===== src/rtl/stage_sequencer_pkg.sv =====
// Shared types for the multi-cycle stage sequencer: FSM states, fault codes, PC step.
package stage_sequencer_pkg;

    typedef enum logic [2:0] {
        IDLE,
        FETCH,
        DECODE,
        EXEC,
        WB,
        HALT
    } seq_state_t;

    typedef enum logic [1:0] {
        FAULT_NONE,
        FAULT_ILLEGAL,
        FAULT_TIMEOUT,
        FAULT_MISALIGN
    } fault_t;

    localparam logic [31:0] PC_STEP = 32'h4;

endpackage


===== src/rtl/stage_sequencer_fetch_timeout.sv =====
// Counts FETCH cycles without an instruction-memory ack; expired marks the last allowed cycle.
module fetch_timeout_counter #(
    parameter int unsigned TIMEOUT = 16
) (
    input  logic clk,
    input  logic rst,
    input  logic clear_i,
    input  logic enable_i,
    output logic expired_o
);

    localparam int unsigned W = $clog2(TIMEOUT) + 1;

    logic [W-1:0] cnt_q;

    always_ff @(posedge clk or posedge rst) begin
        if (rst) begin
            cnt_q <= '0;
        end else if (clear_i) begin
            cnt_q <= '0;
        end else if (enable_i && !expired_o) begin
            cnt_q <= cnt_q + W'(1);
        end
    end

    // Count k-1 during the k-th FETCH cycle, so expiry flags the TIMEOUT-th cycle itself.
    assign expired_o = (cnt_q == W'(TIMEOUT - 1));

endmodule


===== src/rtl/stage_sequencer.sv =====
// Multi-cycle FETCH/DECODE/EXEC/WB controller: owns the PC, drives the imem handshake,
// applies redirects, counts retirements and halts with a sticky fault code.
module stage_sequencer
    import stage_sequencer_pkg::*;
#(
    parameter logic [31:0] RESET_PC     = 32'h0000_0000,
    parameter int unsigned IMEM_TIMEOUT = 16,
    parameter int unsigned CNT_W        = 32
) (
    input  logic             clk,
    input  logic             rst,
    output logic             imem_req,
    output logic [31:0]      imem_addr,
    input  logic             imem_ack,
    input  logic [31:0]      imem_rdata,
    output logic [31:0]      inst,
    input  logic             decode_illegal,
    input  logic             stall,
    output logic             exec_en,
    input  logic             exec_pc_update,
    input  logic [31:0]      exec_next_pc,
    output logic             wb_en,
    output logic [31:0]      pc,
    output logic [CNT_W-1:0] retire_count,
    output logic             halt,
    output logic [1:0]       fault_code
);

    seq_state_t       state_q, state_d;
    fault_t           fault_q, fault_d;
    logic [31:0]      pc_q, pc_d;
    logic [31:0]      inst_q, inst_d;
    logic [31:0]      tgt_q, tgt_d;
    logic             upd_q, upd_d;
    logic [CNT_W-1:0] retire_q, retire_d;
    logic             tmo_expired;

    fetch_timeout_counter #(
        .TIMEOUT (IMEM_TIMEOUT)
    ) u_fetch_timeout (
        .clk       (clk),
        .rst       (rst),
        .clear_i   (state_q != FETCH),
        .enable_i  ((state_q == FETCH) && !imem_ack),
        .expired_o (tmo_expired)
    );

    always_comb begin
        state_d  = state_q;
        fault_d  = fault_q;
        pc_d     = pc_q;
        inst_d   = inst_q;
        tgt_d    = tgt_q;
        upd_d    = upd_q;
        retire_d = retire_q;

        unique case (state_q)
            IDLE: begin
                state_d = FETCH;
            end
            FETCH: begin
                // An ack arriving on the final allowed cycle still wins over the timeout.
                if (imem_ack) begin
                    inst_d  = imem_rdata;
                    state_d = DECODE;
                end else if (tmo_expired) begin
                    fault_d = FAULT_TIMEOUT;
                    state_d = HALT;
                end
            end
            DECODE: begin
                if (!stall) begin
                    if (decode_illegal) begin
                        fault_d = FAULT_ILLEGAL;
                        state_d = HALT;
                    end else begin
                        state_d = EXEC;
                    end
                end
            end
            EXEC: begin
                if (!stall) begin
                    upd_d   = exec_pc_update;
                    tgt_d   = exec_next_pc & 32'hFFFF_FFFE;
                    state_d = WB;
                end
            end
            WB: begin
                if (!stall) begin
                    retire_d = retire_q + CNT_W'(1);
                    // A redirect to a non-word-aligned target retires but leaves pc alone.
                    if (upd_q && tgt_q[1]) begin
                        fault_d = FAULT_MISALIGN;
                        state_d = HALT;
                    end else begin
                        pc_d    = upd_q ? tgt_q : pc_q + PC_STEP;
                        state_d = FETCH;
                    end
                end
            end
            HALT: begin
                state_d = HALT;
            end
            default: begin
                state_d = IDLE;
            end
        endcase
    end

    always_ff @(posedge clk or posedge rst) begin
        if (rst) begin
            state_q  <= IDLE;
            fault_q  <= FAULT_NONE;
            pc_q     <= RESET_PC;
            inst_q   <= '0;
            tgt_q    <= '0;
            upd_q    <= 1'b0;
            retire_q <= '0;
        end else begin
            state_q  <= state_d;
            fault_q  <= fault_d;
            pc_q     <= pc_d;
            inst_q   <= inst_d;
            tgt_q    <= tgt_d;
            upd_q    <= upd_d;
            retire_q <= retire_d;
        end
    end

    assign imem_req     = (state_q == FETCH);
    assign imem_addr    = pc_q;
    assign inst         = inst_q;
    assign exec_en      = (state_q == EXEC) && !stall;
    assign wb_en        = (state_q == WB) && !stall;
    assign pc           = pc_q;
    assign retire_count = retire_q;
    assign halt         = (state_q == HALT);
    assign fault_code   = fault_q;

endmodule


===== config.mk =====
export PLATFORM = sky130hd
export DESIGN_NAME = stage_sequencer
export DESIGN_NICKNAME = d
export VERILOG_FILES = /design/src/rtl/stage_sequencer_pkg.sv /design/src/rtl/stage_sequencer_fetch_timeout.sv /design/src/rtl/stage_sequencer.sv
export SDC_FILE = /design/constraint.sdc
export NUM_CORES = 1
export LEC_CHECK = 0
export CORE_MARGIN = 8
export CORE_UTILIZATION = 51
export CTS_CLUSTER_SIZE = 12
export DETAILED_ROUTE_END_ITERATION = 7
export GPL_TIMING_DRIVEN = 0
export PLACE_DENSITY = 0.94
export SKIP_CTS_REPAIR_TIMING = 1
export SLEW_MARGIN = 20
export SYNTH_ARGS = -nofsm -noshare
export SYNTH_HDL_FRONTEND = slang
export SYNTH_SLANG_ARGS = --single-unit
export TNS_END_PERCENT = 1

===== constraint.sdc =====
create_clock -name clk -period 12.17 [get_ports clk]
set_input_delay 1.8255 -clock clk [delete_from_list [all_inputs] [get_ports clk]]
set_output_delay 1.8255 -clock clk [all_outputs]
set_load 0.005 [all_outputs]

==> impl_metrics.json, run 1 <==
{
  "finalWorstSetupSlack_ns": 6.13,
  "place_hpwl_um": 14400,
  "yosys.cell_types.count": 57,
  "cp_common_cell": "clkdlybuf4s50_1",
  "htreeDepth": 4,
  "fin_crit_sh_pct": 49.6,
  "die_w_um": 130,
  "final_cell_mix": "clkdlybuf4s50_1, dfrtp_1, mux2_2",
  "vias": 5675,
  "hold_violations": 0,
  "period_minus_slack_ns": 6.04,
  "required_ns": 10.34,
  "yosys_register_bits": 137,
  "portBuffers": 200,
  "antenna_cells": 0,
  "grt_pass1_vias": 5845,
  "rows": 41,
  "cp_cell_sequence": "clkdlybuf4s50_1 -> or4b_1 -> buf_6 -> inv_2 -> clkbuf_1 -> clkdlybuf4s50_1",
  "fmax_ghz": 0.166,
  "overflow": 0,
  "antenna_found_initial": 0,
  "wl_per_cell_um": 19.4,
  "maxCapViolCount": 0,
  "tightest_slew_ns": 0.763,
  "p_leak_nw": 3.97,
  "worstSetupEndpointType": "output port",
  "start_util_pct": 52.2,
  "drcViolationCount": 0,
  "slowest_stage": "clkdlybuf4s50_1",
  "clock_path_buffers": 2,
  "syn2layout_area_growth_pct": 42.1,
  "setup_tns_ns": 0,
  "rsz0062_at_grt": "no",
  "clk-insertion-delay-late_ns": 0.43,
  "hp-class": "reg2reg",
  "cts-buffers-inserted": 17,
  "yosys_warnings": 0,
  "fin_skew_ns": 0.0162,
  "critPathKind": "in2out",
  "dieArea_um2": 16900,
  "start_kind": "primary input",
  "status": "completed",
  "synthesis.area_um2": 6620,
  "path_clk_slew_ns": 0.05,
  "gp_congestion": 0.858,
  "layout_commonest_cell": "clkdlybuf4s50_1",
  "cp.arrival_ns": 4.21,
  "grt_usage_pct": 23.6,
  "nFillCells": 851,
  "clock-root-buffer": "clkbuf_16",
  "wirelength_um": 19500,
  "synth_edf_count": 0,
  "dr.pass1.iters": 5,
  "nets": 893,
  "core_um2": 12700,
  "setup_viol": 0,
  "grt_max_degree": 86,
  "yosysSeqAreaShare_pct": 51.8,
  "peakVddDrop_v": 0.000174,
  "vias_per_cell": 5.66,
  "die_h_um": 130,
  "drive_gt1_share_pct": 18.2,
  "slew_viol_final": 0,
  "cts.sinks": 137,
  "critPathMaxFanout": 10,
  "place_ws_ns": 6.08,
  "syn_area_per_cell_um2": 11.1,
  "pin_count": 204,
  "postSynth.asyncResetShare_pct": 100,
  "ant_nets": 0,
  "yosys_most_used_dff": "dfrtp_1",
  "power_density_nw_per_um2": 226,
  "grt_pass1_wl_um": 30700,
  "synthCells": 598,
  "drt_iter0_drc": 621,
  "cpPeakStageDelay_ns": 0.64,
  "cts_tree": "yes",
  "slew_headroom_pct": 48.7
}
## layout make-up
| class | count | area [um^2] | area share, % |
|---|---|---|---|
| Timing Repair Buffer | 201 | 2030 | 21.6 |
| Inverter | 8 | 37.5 | 0.399 |
| Sequential cell | 137 | 3430 | 36.5 |
| Buffer | 64 | 398 | 4.23 |
| Clock inverter | 10 | 78.8 | 0.838 |
| Multi-Input combinational cell | 390 | 2770 | 29.4 |
| Clock buffer | 21 | 450 | 4.79 |
| Tap cell | 172 | 215 | 2.29 |
## flip-flops by register name, indices dropped and copies added (netlist names)
name                   count
inst                      32
upd_q                      1
state_q                    3
imem_addr                 31
u_fetch_timeout.cnt_q      5
retire_count              32
fault_code                 2
tgt_q                     31
## path summary, 6_finish.rpt
check	from	to	slack (ns)	depth (start not counted)
max in group asynchronous	rst	retire_count[2]$_DFFE_PP0P_	9.63	3
min in group asynchronous	rst	inst[30]$_DFFE_PP0P_	1.80	2
min reg2reg	retire_count[31]$_DFFE_PP0P_	retire_count[31]$_DFFE_PP0P_	0.47	1
max	stall	wb_en	6.13	6
min	retire_count[31]$_DFFE_PP0P_	retire_count[31]$_DFFE_PP0P_	0.47	1
max reg2reg	imem_addr[2]$_DFFE_PP0P_	imem_addr[28]$_DFFE_PP0P_	9.61	6
## critical path, delay by kind of cell
kind,cells,cell delay (ns)
simple gates,1,0.50
buf+inv,5,1.88
## power breakdown
part,switching [mW],internal [mW],total [mW]
clock network,0.185,0.282,0.467
logic,0.341,0.525,0.866
registers,0.173,0.622,0.795
total,0.699,1.43,2.13
## cell usage after synthesis, types with 4 or more instances
master,number,area [um^2]
a21oi_1,29,145
and3_1,16,100
and4_1,8,70.1
buf_2,9,45.0
buf_4,33,248
clkbuf_1,17,63.8
dfrtp_1,137,3430
ha_1,4,50.1
inv_1,7,26.3
mux2_2,62,698
mux2i_1,9,90.1
nand2_1,48,180
nand3_1,30,150
nand4_1,22,138
nor2_1,20,75.1
nor2b_1,5,31.3
nor3_1,11,55.1
nor4_1,5,31.3
o21a_1,4,30.0
o21ai_0,21,105
o22ai_1,13,81.3
or3_1,5,31.3
xnor2_1,28,245
xor2_1,6,52.6
## stage by stage
step / utilization, % / hold WS, ns / cells / area, um^2 / power, mW
floorplan: - / 0.468 / 599 / 6620 / 1.17
global placement: 69.8 / 0.460 / 971 / 8840 / 1.61
detailed placement: 70.0 / 0.466 / 972 / 8870 / 1.66
CTS: 74.2 / 0.473 / 1003 / 9400 / 2.14
global route: 74.2 / 0.513 / 1003 / 9400 / 2.24
finish: 74.2 / 0.470 / 1003 / 9400 / 2.13
## per-layer routing
layer / vias to the layer above / global-route usage (%) / part of all wire [%]
li1: 2569 / - / -
met1: 2750 / 26.7 / 37
met2: 318 / 38.1 / 48
met3: 38 / 11.3 / 13
met4: 0 / 8.67 / 2.1
met5: - / 0 / 0
## logic make-up after synthesis
logic type / count (synthesis) / share of synthesized area (%)
compound gates: 91 / 8.62
mux: 71 / 11.9
simple gates: 188 / 15.9
fa+ha+maj: 4 / 0.756
flops: 137 / 51.8
other cells: 1 / 0.0567
buf+inv: 72 / 6.47
xor+xnor: 34 / 4.50
No activity file was read; power rests on OpenSTA's default activity.
==> inputs of run 2 (changes only) <==
- CORE_UTILIZATION: 51 -> 43
- PLACE_DENSITY: 0.94 -> 0.85
- clock period: 12.17 -> 5.45 ns (I/O delays scaled with it)
==> run 2 against run 1 <==
  * Via count fell by 1.5%
  * Clock skew fell by 0.0043 ns
  * Hold slack improved by 0.019 ns
  * Combinational power rose by 120%
  * Wire length fell by 3.8%
  * Die area rose by 16%
  * Critical path depth did not move
  * Global-route usage fell by 4.0 points
  * Clock-buffer cell count fell by 4
==> impl_metrics.json, run 2 (same netlist as run 1, synthesis figures left out) <==
{
  "grt_max_degree": 103,
  "dpl_cell_area_um2": 8890,
  "path_clk_slew_ns": 0.06,
  "drive_gt1_share_pct": 18.6,
  "rsz0062_at_grt": "no",
  "die_w_um": 140,
  "portBuffers": 200,
  "power_density_nw_per_um2": 507,
  "final_cell_mix": "clkdlybuf4s50_1, dfrtp_1, mux2_2",
  "fin_crit_sh_pct": 75.5,
  "hp-class": "reg2reg",
  "cts_tree": "yes",
  "p_leak_nw": 3.98,
  "start_util_pct": 43.7,
  "clock_path_buffers": 2,
  "critPathMaxFanout": 10,
  "overflow": 0,
  "vias_per_cell": 5.47,
  "place_hpwl_um": 13800,
  "hold_violations": 0,
  "vias": 5588,
  "maxCapViolCount": 0,
  "fmax_ghz": 0.243,
  "grt_pass1_vias": 5758,
  "cts.sinks": 137,
  "nets": 893,
  "period_minus_slack_ns": 4.11,
  "dieArea_um2": 19600,
  "grt_pass1_wl_um": 30700,
  "htreeDepth": 4,
  "worstSetupEndpointType": "output port",
  "die_h_um": 140,
  "dr.pass1.iters": 5,
  "tightest_slew_ns": 0.751,
  "nFillCells": 1200,
  "rows": 45,
  "status": "completed",
  "slew_headroom_pct": 49.5,
  "peakVddDrop_v": 0.000331,
  "clock-root-buffer": "clkbuf_16",
  "layout_commonest_cell": "clkdlybuf4s50_1",
  "hold_ws_ns": 0.489,
  "start_kind": "primary input",
  "fin_skew_ns": 0.0119,
  "antenna_found_initial": 1,
  "slew_viol_final": 0,
  "required_ns": 4.63,
  "cts-buffers-inserted": 17,
  "grt_usage_pct": 19.6,
  "setup_viol": 0,
  "finalInstanceArea_um2": 9500,
  "gp_congestion": 0.874,
  "clk-insertion-delay-late_ns": 0.42,
  "wirelength_um": 18700,
  "ant_nets": 0,
  "rr_worst_depth": 8,
  "critPathKind": "in2out",
  "syn2layout_area_growth_pct": 43.5,
  "whs_path_depth": 1,
  "drcViolationCount": 0,
  "core_um2": 15100,
  "pin_count": 204,
  "wl_per_cell_um": 18.3,
  "drt_iter0_drc": 403,
  "cp.arrival_ns": 3.30
}
==> run 2: changes by cell type in the layout (fill, tap and decap cells not counted) <==
cell        before  now
clkinv_4         1    3
clkinv_2         8    3
bufinv_16        1    3
inv_6            0    1
clkbuf_1        20   17
clkbuf_8         1    0
diode_2          0    1
clkinvlp_4       0    5
==> run 2: final cells by class <==
class	instances	area (um^2)	area share [%]
diodes	1	2.50	0.0263
plain buffers	64	398	4.19
clock buffers	17	425	4.48
clock inverters	15	178	1.87
inverters	8	37.5	0.395
multi-input cells	390	2770	29.1
flip-flops and latches	137	3430	36.1
well taps	188	235	2.48
repair buffers	201	2030	21.4
==> run 2: critical path: stages <==
cell and delay, ns:
clkdlybuf4s50_1 0.48, nor2b_1 0.30, nor2b_1 0.17, clkbuf_1 0.45, clkbuf_1 0.47, clkdlybuf4s50_1 0.61
==> run 2: metrics by stage <==
stage	instances	setup TNS [ns]	total power, mW	worst slack [ns]	util, %
2_1_floorplan	599	0	2.61	0.965	-
3_3_place_gp	987	-143.65	3.60	-1.06	58.5
3_5_place_dp	988	0	3.66	1.41	58.7
4_1_cts	1020	0	4.86	1.40	62.7
5_1_grt	1021	0	5.12	1.22	62.7
6_report	1021	0	4.82	1.34	62.7
==> run 2: worst paths after layout <==
path / slack [ns] / from / endpoint
max: 1.34 / stall / exec_en
min: 0.49 / retire_count[17]$_DFFE_PP0P_ / retire_count[17]$_DFFE_PP0P_
max reg2reg: 2.98 / state_q[1]$_DFFE_PP0P_ / imem_addr[27]$_DFFE_PP0P_
min reg2reg: 0.49 / retire_count[17]$_DFFE_PP0P_ / retire_count[17]$_DFFE_PP0P_
max in group asynchronous: 3.89 / rst / imem_addr[4]$_DFFE_PP0P_
min in group asynchronous: 0.77 / rst / inst[8]$_DFFE_PP0P_
==> run 2: power by group <==
group / internal [mW] / total, mW / switching [mW]
sequential: 1.39 / 1.74 / 0.355
clock: 0.719 / 1.18 / 0.457
combinational: 1.17 / 1.90 / 0.731
==> run 2: layer usage <==
layer	wire, um	track usage [%]
met1	7120	22.6
met2	9310	32.4
met3	1890	7.82
met4	401	7.37
met5	0	0
